$ cat src/rtl/dcache_to_mem_adapter.sv
// Responder on a dcache request port that replays each request as one MEM-bus master
// transaction (req/gnt/valid); one transaction outstanding at a time.
module dcache_to_mem_adapter #(
  parameter int unsigned INDEX_W = 12,
  parameter int unsigned TAG_W   = 44,
  parameter int unsigned DATA_W  = 64,
  parameter int unsigned ID_W    = 4,
  parameter int unsigned ADDR_W  = 64
) (
  input  logic                clk_i,
  input  logic                rst_i,
  input  logic                flush_i,
  input  logic [INDEX_W-1:0]  address_index_i,
  input  logic [TAG_W-1:0]    address_tag_i,
  input  logic                data_req_i,
  input  logic                data_we_i,
  input  logic [DATA_W/8-1:0] data_be_i,
  input  logic [DATA_W-1:0]   data_wdata_i,
  input  logic [ID_W-1:0]     data_id_i,
  input  logic                tag_valid_i,
  input  logic                kill_req_i,
  output logic                data_gnt_o,
  output logic                data_rvalid_o,
  output logic [ID_W-1:0]     data_rid_o,
  output logic [DATA_W-1:0]   data_rdata_o,
  output logic                data_rerr_o,
  output logic                m_mem_req,
  input  logic                m_mem_gnt,
  output logic [ADDR_W-1:0]   m_mem_addr,
  output logic                m_mem_we,
  output logic [DATA_W/8-1:0] m_mem_be,
  output logic [DATA_W-1:0]   m_mem_wdata,
  input  logic                m_mem_valid,
  input  logic [DATA_W-1:0]   m_mem_rdata,
  input  logic                m_mem_error
);

  localparam int unsigned BeW = DATA_W / 8;

  typedef enum logic [2:0] {StIdle, StWaitTag, StIssue, StWaitRsp, StDrop} state_e;

  state_e              state_q, state_d;
  logic [INDEX_W-1:0]  idx_q, idx_d;
  logic [TAG_W-1:0]    tag_q, tag_d;
  logic [ID_W-1:0]     id_q, id_d;
  logic [BeW-1:0]      be_q, be_d;
  logic [DATA_W-1:0]   wdata_q, wdata_d;
  logic                we_q, we_d;
  logic                drop_q, drop_d;
  logic                rvalid_q, rvalid_d;
  logic [ID_W-1:0]     rid_q, rid_d;
  logic [DATA_W-1:0]   rdata_q, rdata_d;
  logic                rerr_q, rerr_d;
  logic                drop_now;

  always_comb begin
    state_d    = state_q;
    idx_d      = idx_q;
    tag_d      = tag_q;
    id_d       = id_q;
    be_d       = be_q;
    wdata_d    = wdata_q;
    we_d       = we_q;
    drop_d     = drop_q;
    rvalid_d   = 1'b0;
    rid_d      = rid_q;
    rdata_d    = rdata_q;
    rerr_d     = rerr_q;
    data_gnt_o = 1'b0;
    m_mem_req  = 1'b0;
    drop_now   = drop_q | flush_i;

    unique case (state_q)
      StIdle: begin
        data_gnt_o = data_req_i & ~rst_i;
        if (data_req_i) begin
          idx_d   = address_index_i;
          id_d    = data_id_i;
          be_d    = data_be_i;
          wdata_d = data_wdata_i;
          we_d    = data_we_i;
          drop_d  = 1'b0;
          if (data_we_i) begin
            tag_d   = address_tag_i;
            state_d = StIssue;
          end else begin
            state_d = StWaitTag;
          end
        end
      end
      StWaitTag: begin
        if (kill_req_i || flush_i) begin
          // Killed loads still get an ack so the client can retire the id.
          state_d  = StIdle;
          rvalid_d = 1'b1;
          rid_d    = id_q;
          rdata_d  = '0;
          rerr_d   = 1'b0;
        end else if (tag_valid_i) begin
          tag_d   = address_tag_i;
          state_d = StIssue;
        end
      end
      StIssue: begin
        m_mem_req = 1'b1;
        drop_d    = drop_now;
        if (m_mem_gnt) begin
          if (m_mem_valid) begin
            state_d = StIdle;
            if (!we_q && !drop_now) begin
              rvalid_d = 1'b1;
              rid_d    = id_q;
              rdata_d  = m_mem_rdata;
              rerr_d   = m_mem_error;
            end
          end else begin
            state_d = drop_now ? StDrop : StWaitRsp;
          end
        end
      end
      StWaitRsp: begin
        if (m_mem_valid) begin
          state_d = StIdle;
          if (!we_q && !flush_i) begin
            rvalid_d = 1'b1;
            rid_d    = id_q;
            rdata_d  = m_mem_rdata;
            rerr_d   = m_mem_error;
          end
        end else if (flush_i) begin
          state_d = StDrop;
        end
      end
      StDrop: begin
        if (m_mem_valid) state_d = StIdle;
      end
      default: state_d = StIdle;
    endcase
  end

  always_ff @(posedge clk_i or posedge rst_i) begin
    if (rst_i) begin
      state_q  <= StIdle;
      idx_q    <= '0;
      tag_q    <= '0;
      id_q     <= '0;
      be_q     <= '0;
      wdata_q  <= '0;
      we_q     <= 1'b0;
      drop_q   <= 1'b0;
      rvalid_q <= 1'b0;
      rid_q    <= '0;
      rdata_q  <= '0;
      rerr_q   <= 1'b0;
    end else begin
      state_q  <= state_d;
      idx_q    <= idx_d;
      tag_q    <= tag_d;
      id_q     <= id_d;
      be_q     <= be_d;
      wdata_q  <= wdata_d;
      we_q     <= we_d;
      drop_q   <= drop_d;
      rvalid_q <= rvalid_d;
      rid_q    <= rid_d;
      rdata_q  <= rdata_d;
      rerr_q   <= rerr_d;
    end
  end

  assign data_rvalid_o = rvalid_q;
  assign data_rid_o    = rid_q;
  assign data_rdata_o  = rdata_q;
  assign data_rerr_o   = rerr_q;

  // MEM side is quiet outside an active request.
  assign m_mem_addr  = m_mem_req ? ADDR_W'({tag_q, idx_q}) : '0;
  assign m_mem_we    = m_mem_req & we_q;
  assign m_mem_be    = m_mem_req ? be_q : '0;
  assign m_mem_wdata = m_mem_req ? wdata_q : '0;

endmodule
$ cat config.mk
export PLATFORM = sky130hd
export DESIGN_NAME = dcache_to_mem_adapter
export DESIGN_NICKNAME = d
export VERILOG_FILES = /design/src/rtl/dcache_to_mem_adapter.sv
export SDC_FILE = /design/constraint.sdc
export NUM_CORES = 1
export LEC_CHECK = 0
export BUFFER_PORTS_ARGS = -buffer_cell sky130_fd_sc_hd__buf_2
export CAP_MARGIN = 20
export CORE_AREA = 2 2 163 165
export DETAILED_ROUTE_END_ITERATION = 6
export DIE_AREA = 0 0 165 167
export GPL_TIMING_DRIVEN = 0
export PLACE_DENSITY = 0.69
export SYNTH_ARGS = -nofsm -noshare
export SYNTH_HDL_FRONTEND = slang
export SYNTH_SLANG_ARGS = --single-unit
export TNS_END_PERCENT = 50
$ cat constraint.sdc
create_clock -name clk_i -period 18.9 [get_ports clk_i]
set_clock_uncertainty 0.05 [all_clocks]
set_input_delay 5.67 -clock clk_i [delete_from_list [all_inputs] [get_ports clk_i]]
set_output_delay 5.67 -clock clk_i [all_outputs]
set_load 0.01 [all_outputs]
After elaboration in Yosys (flattened, before gate mapping)
Cells that the tools add are included.
- equal/unequal tests: 17
- multiplexer cells: 51
- bitwise gates (word level): 4
- reductions and logical operators: 15
- operators with widths (kind ; number):
    64-bit two-way mux ; 7
    64-bit one-hot mux with 3 select lines ; 1
    44-bit two-way mux ; 4
    44-bit one-hot mux with 2 select lines ; 1
    56-bit two-way mux ; 1
    3-bit two-way mux ; 9
    4-bit two-way mux ; 6
    2-bit inequality test, second input constant ; 11
    1-bit two-way mux ; 15
    3-bit one-hot mux with 5 select lines ; 1
    4-bit one-hot mux with 3 select lines ; 1
    5-bit AND reduction ; 2
    8-bit two-way mux ; 1
    7-bit AND reduction ; 1
    3-bit by 2-bit equality test with 1-bit output, second input constant ; 2
    3-bit inequality test, second input constant ; 2
    1-bit one-hot mux with 3 select lines ; 2
    2-bit AND reduction ; 2
    2-bit nonzero test ; 2
    3-bit by 1-bit equality test with 1-bit output, second input constant ; 1
    3-bit equality test, second input constant ; 1
    1-bit logical NOT ; 3
    3-bit logical NOT ; 1
    3-bit nonzero test ; 1
    other kinds (7) ; 9
- bits in registers: 207
- output and inout bits: 209
- word-level logic and storage cells: 99

Longest topological paths before layout
- depth after elaboration: 7
- depth in mapped cells: 7
- mapped depth without buffers: 4

Least setup slack after synthesis
Ideal clock, no wire load.
- path type: input -> output
- from: input rst_i
- to: output data_gnt_o
- arrival: 10.495 ns
- data required time: 13.180 ns
- path slack: 2.685 ns
- stages on the path: 2
- path buffers: 0
- path through: inv_1 -> and2_1
- word-level cells in the longest chain between the ends: 3
- RTL lines (element ; RTL line ; text):
    start: declaration ; 11 ; input logic rst_i,
    1-bit NOT ; 75 ; data_gnt_o = data_req_i & ~rst_i;
    1-bit AND ; 75 ;
    1-bit two-way mux ; 73 ; unique case (state_q)
    end: declaration ; 22 ; output logic data_gnt_o,
Every way passes these cells.

Worst setup path after layout
Ends and elaborated chain as after synthesis.

==> flow_metrics.py <==
metrics = {
    "synth": {
        "yosys.area.top_type_share_pct": 52.6,
        "synth_top_cell_by_area": "dfrtp_1",
        "synth_cell_types": 32,
        "ys_warn_count": 0,
        "synth.area.top_cells": "dfrtp_1 (53%), mux2_2 (15%), and3_1 (8.2%)",
        "ys_ff_latch": 207,
        "yosysSeqAreaShare_pct": 52.6,
        "synthCells": 861,
        "syn_avg_cell_area_um2": 11.4,
        "netlist_area_mm2": 0.00985,
    },
    "timing": {
        "setup_viol": 0,
        "finalSetupTns_ns": 0,
        "fmax_mhz": 77.2,
        "hold_viol": 0,
        "rsz0062_at_grt": "false",
        "fin_crit_sh_pct": 68.5,
        "slew_viol_final": 0,
        "max-slew-margin-rel_pct": 39.2,
        "post-route-min-period_ns": 12.95,
        "worstMarginPinSlew_ns": 0.912,
    },
    "clock_network": {
        "clock_sinks": 207,
        "path_clk_slew_ns": 0.06,
        "cts.htree.levels": 1,
        "cts_root_buf": "clkbuf_16",
        "clock_latency_ns": 0.53,
        "cts_tree": "yes",
        "ctsResizeCount": 0,
        "post_cts_buffers": 0,
        "cts_buffer_depth": 3,
        "hold_buffers": 0,
        "numCtsBuffers": 24,
    },
    "routing": {
        "ant_nets": 0,
        "route.final.wire_length_mm": 30.8,
        "wire_per_inst_um": 18.6,
        "viasPerCell": 5.13,
        "drtIter0Drc": 599,
        "drc_errors": 0,
        "dr.pass1.iters": 5,
        "via_count": 8486,
    },
    "run": {
        "max_cap_viol_count": 0,
    },
    "power": {
        "swShare_pct": 37.3,
        "internal_power_mw": 1.27,
        "p_leak_nw": 6.81,
        "vdd_drop_max_mv": 0.108,
        "power_frac_clock_pct": 21.8,
        "power_mw": 2.03,
        "powerDensity_mw_per_mm2": 155,
        "seq_power_share_pct": 35.8,
        "power_frac_comb_pct": 42.4,
        "p_switching_uw": 759,
    },
    "cells_and_area": {
        "multi_input_area_mm2": 0.00424,
        "seq_area_mm2": 0.00518,
        "fill_cells": 2366,
        "area_delta_synth_final_pct": 33.2,
        "drive_above_1_share_pct": 50.6,
        "fin_nets": 1507,
    },
    "floorplan": {
        "core_area_mm2": 0.0258,
        "die_area_mm2": 0.0276,
        "fp.dieH_um": 167,
        "die_width_um": 165,
        "rows": 59,
        "initial_core_util_pct": 38.2,
        "pin_count": 415,
    },
    "min_path": {
        "hold_depth": 1,
        "worstHoldEndpoint": "tag_q[19]",
        "min_from": "tag_q[19]",
        "hold_path.class": "reg2reg",
    },
    "worst_setup_path": {
        "path_class": "in2out",
        "cp_data_arrival_time_ns": 7.23,
        "reg2regPathDepth": 5,
        "path_max_fanout": 122,
        "reg2reg_from": "state_q[2]",
        "timing.critical_path.from": "rst_i",
        "end_kind": "primary output",
        "r2r_setup_slack_ns": 16.74,
        "rr_endpoint": "be_q[5]",
        "cp-start-kind": "input pin",
        "worstPathRequired_ns": 13.18,
    },
    "placed_design": {
        "gp_congestion": 0.819,
        "io_buffer_count": 406,
        "dp_hpwl_mm": 22.8,
    },
    "grt": {
        "grt_pass1_vias": 8855,
        "grt_usage_pct": 21.7,
        "grt_start_max_net_pins": 123,
        "grt_first_pass_wirelength_mm": 47.2,
        "overflow": 0,
        "antenna_found_initial": 4,
    },
    "status": {
        "outcome": "completed",
    },
}
[layout by cell type (no fill, tap or decap), types with 5 or more instances in the layout]
cell	instances
clkbuf_1	56
clkbuf_16	24
conb_1	8
nand2_1	200
nor2_1	5
buf_4	13
mux2_2	130
o221ai_1	16
dfrtp_1	207
buf_6	6
clkbuf_8	7
o221ai_2	50
mux2_1	9
and3_1	129
buf_2	425
[state kept, by name, indices dropped and copies added (netlist names), 3 cells and up]
| signal | cells |
|---|---|
| idx_q | 12 |
| be_q | 8 |
| data_rdata_o | 64 |
| id_q | 4 |
| data_rid_o | 4 |
| wdata_q | 64 |
| state_q | 3 |
| tag_q | 44 |
[cell type report]
cell class / count / area share, %
flip-flops and latches: 207 / 39.5
multi-input cells: 569 / 32.3
clock buffers: 36 / 5.45
well taps: 335 / 3.19
repair buffers: 407 / 15.7
inverters: 3 / 0.143
diodes: 2 / 0.0381
plain buffers: 89 / 3.44
clock inverters: 5 / 0.324
[per-stage QoR]
step                hold slack, ns  util, %  instance area (um^2)  worst slack, ns  cells
finish                       0.435     51.0                 13100             5.95   1653
global route                 0.445     51.0                 13100             5.73   1652
CTS                          0.437     50.9                 13100             5.88   1651
detailed placement           0.423     48.0                 12400             5.88   1610
global placement             0.417     47.9                 12300            0.585   1609
floorplan                    0.406        -                  9880             2.69    868
[cells in the mapped netlist (all sizes together)]
cell and instances:
dfrtp 207, nand2 200, mux2 139, and3 129, o221ai 66, clkbuf 51
buf 38, nor2 5, a21oi 4, inv 3, a32oi 2, and2 2
nor3 2, nor4b 2, or4b 2, conb 1, mux2i 1, nor2b 1
nor3b 1, o21a 1, o22ai 1, o31ai 1, o41ai 1, or3 1
[logic make-up (layout without fill, tap and decap cells)]
logic type      Yosys count  after routing  synth area share [%]
flops                   207            207                  52.6
buf+inv                  92            540                  4.70
mux                     140            140                  16.0
other cells               1             10                0.0381
simple gates            345            345                  16.9
compound gates           76             76                  9.84
[critical path, cell delays in order]
cell and delay, ns:
buf_2 0.13, inv_8 0.56, buf_16 0.42, and2_1 0.19
buf_2 0.13
[worst max path at each step]
stage | end | slack [ns]
3_5_place_dp | data_gnt_o | 5.88
3_3_place_gp | data_gnt_o | 0.59
5_1_grt | data_gnt_o | 5.73
4_1_cts | data_gnt_o | 5.88
2_1_floorplan | data_gnt_o | 2.69
6_report | data_gnt_o | 5.95
[routing by layer]
metal  global-route usage [%]  up-vias  wire length [um]
li1                         -     3913                 -
met2                     38.2      334             15400
met1                     25.1     4177             11900
met3                     6.72       58              2640
met4                     6.09        4               857
met5                        0        -                14
[power groups by stage]
stage	Clock, mW	Sequential [mW]	Combinational (mW)
final	0.444	0.727	0.861
after global routing	0.472	0.748	0.942
after CTS	0.454	0.725	0.871
after detailed placement	0	0.731	0.868
after global placement	0	0.722	0.850
after floorplan	0	0.716	0.555
Power figures use the tool's default switching activity.
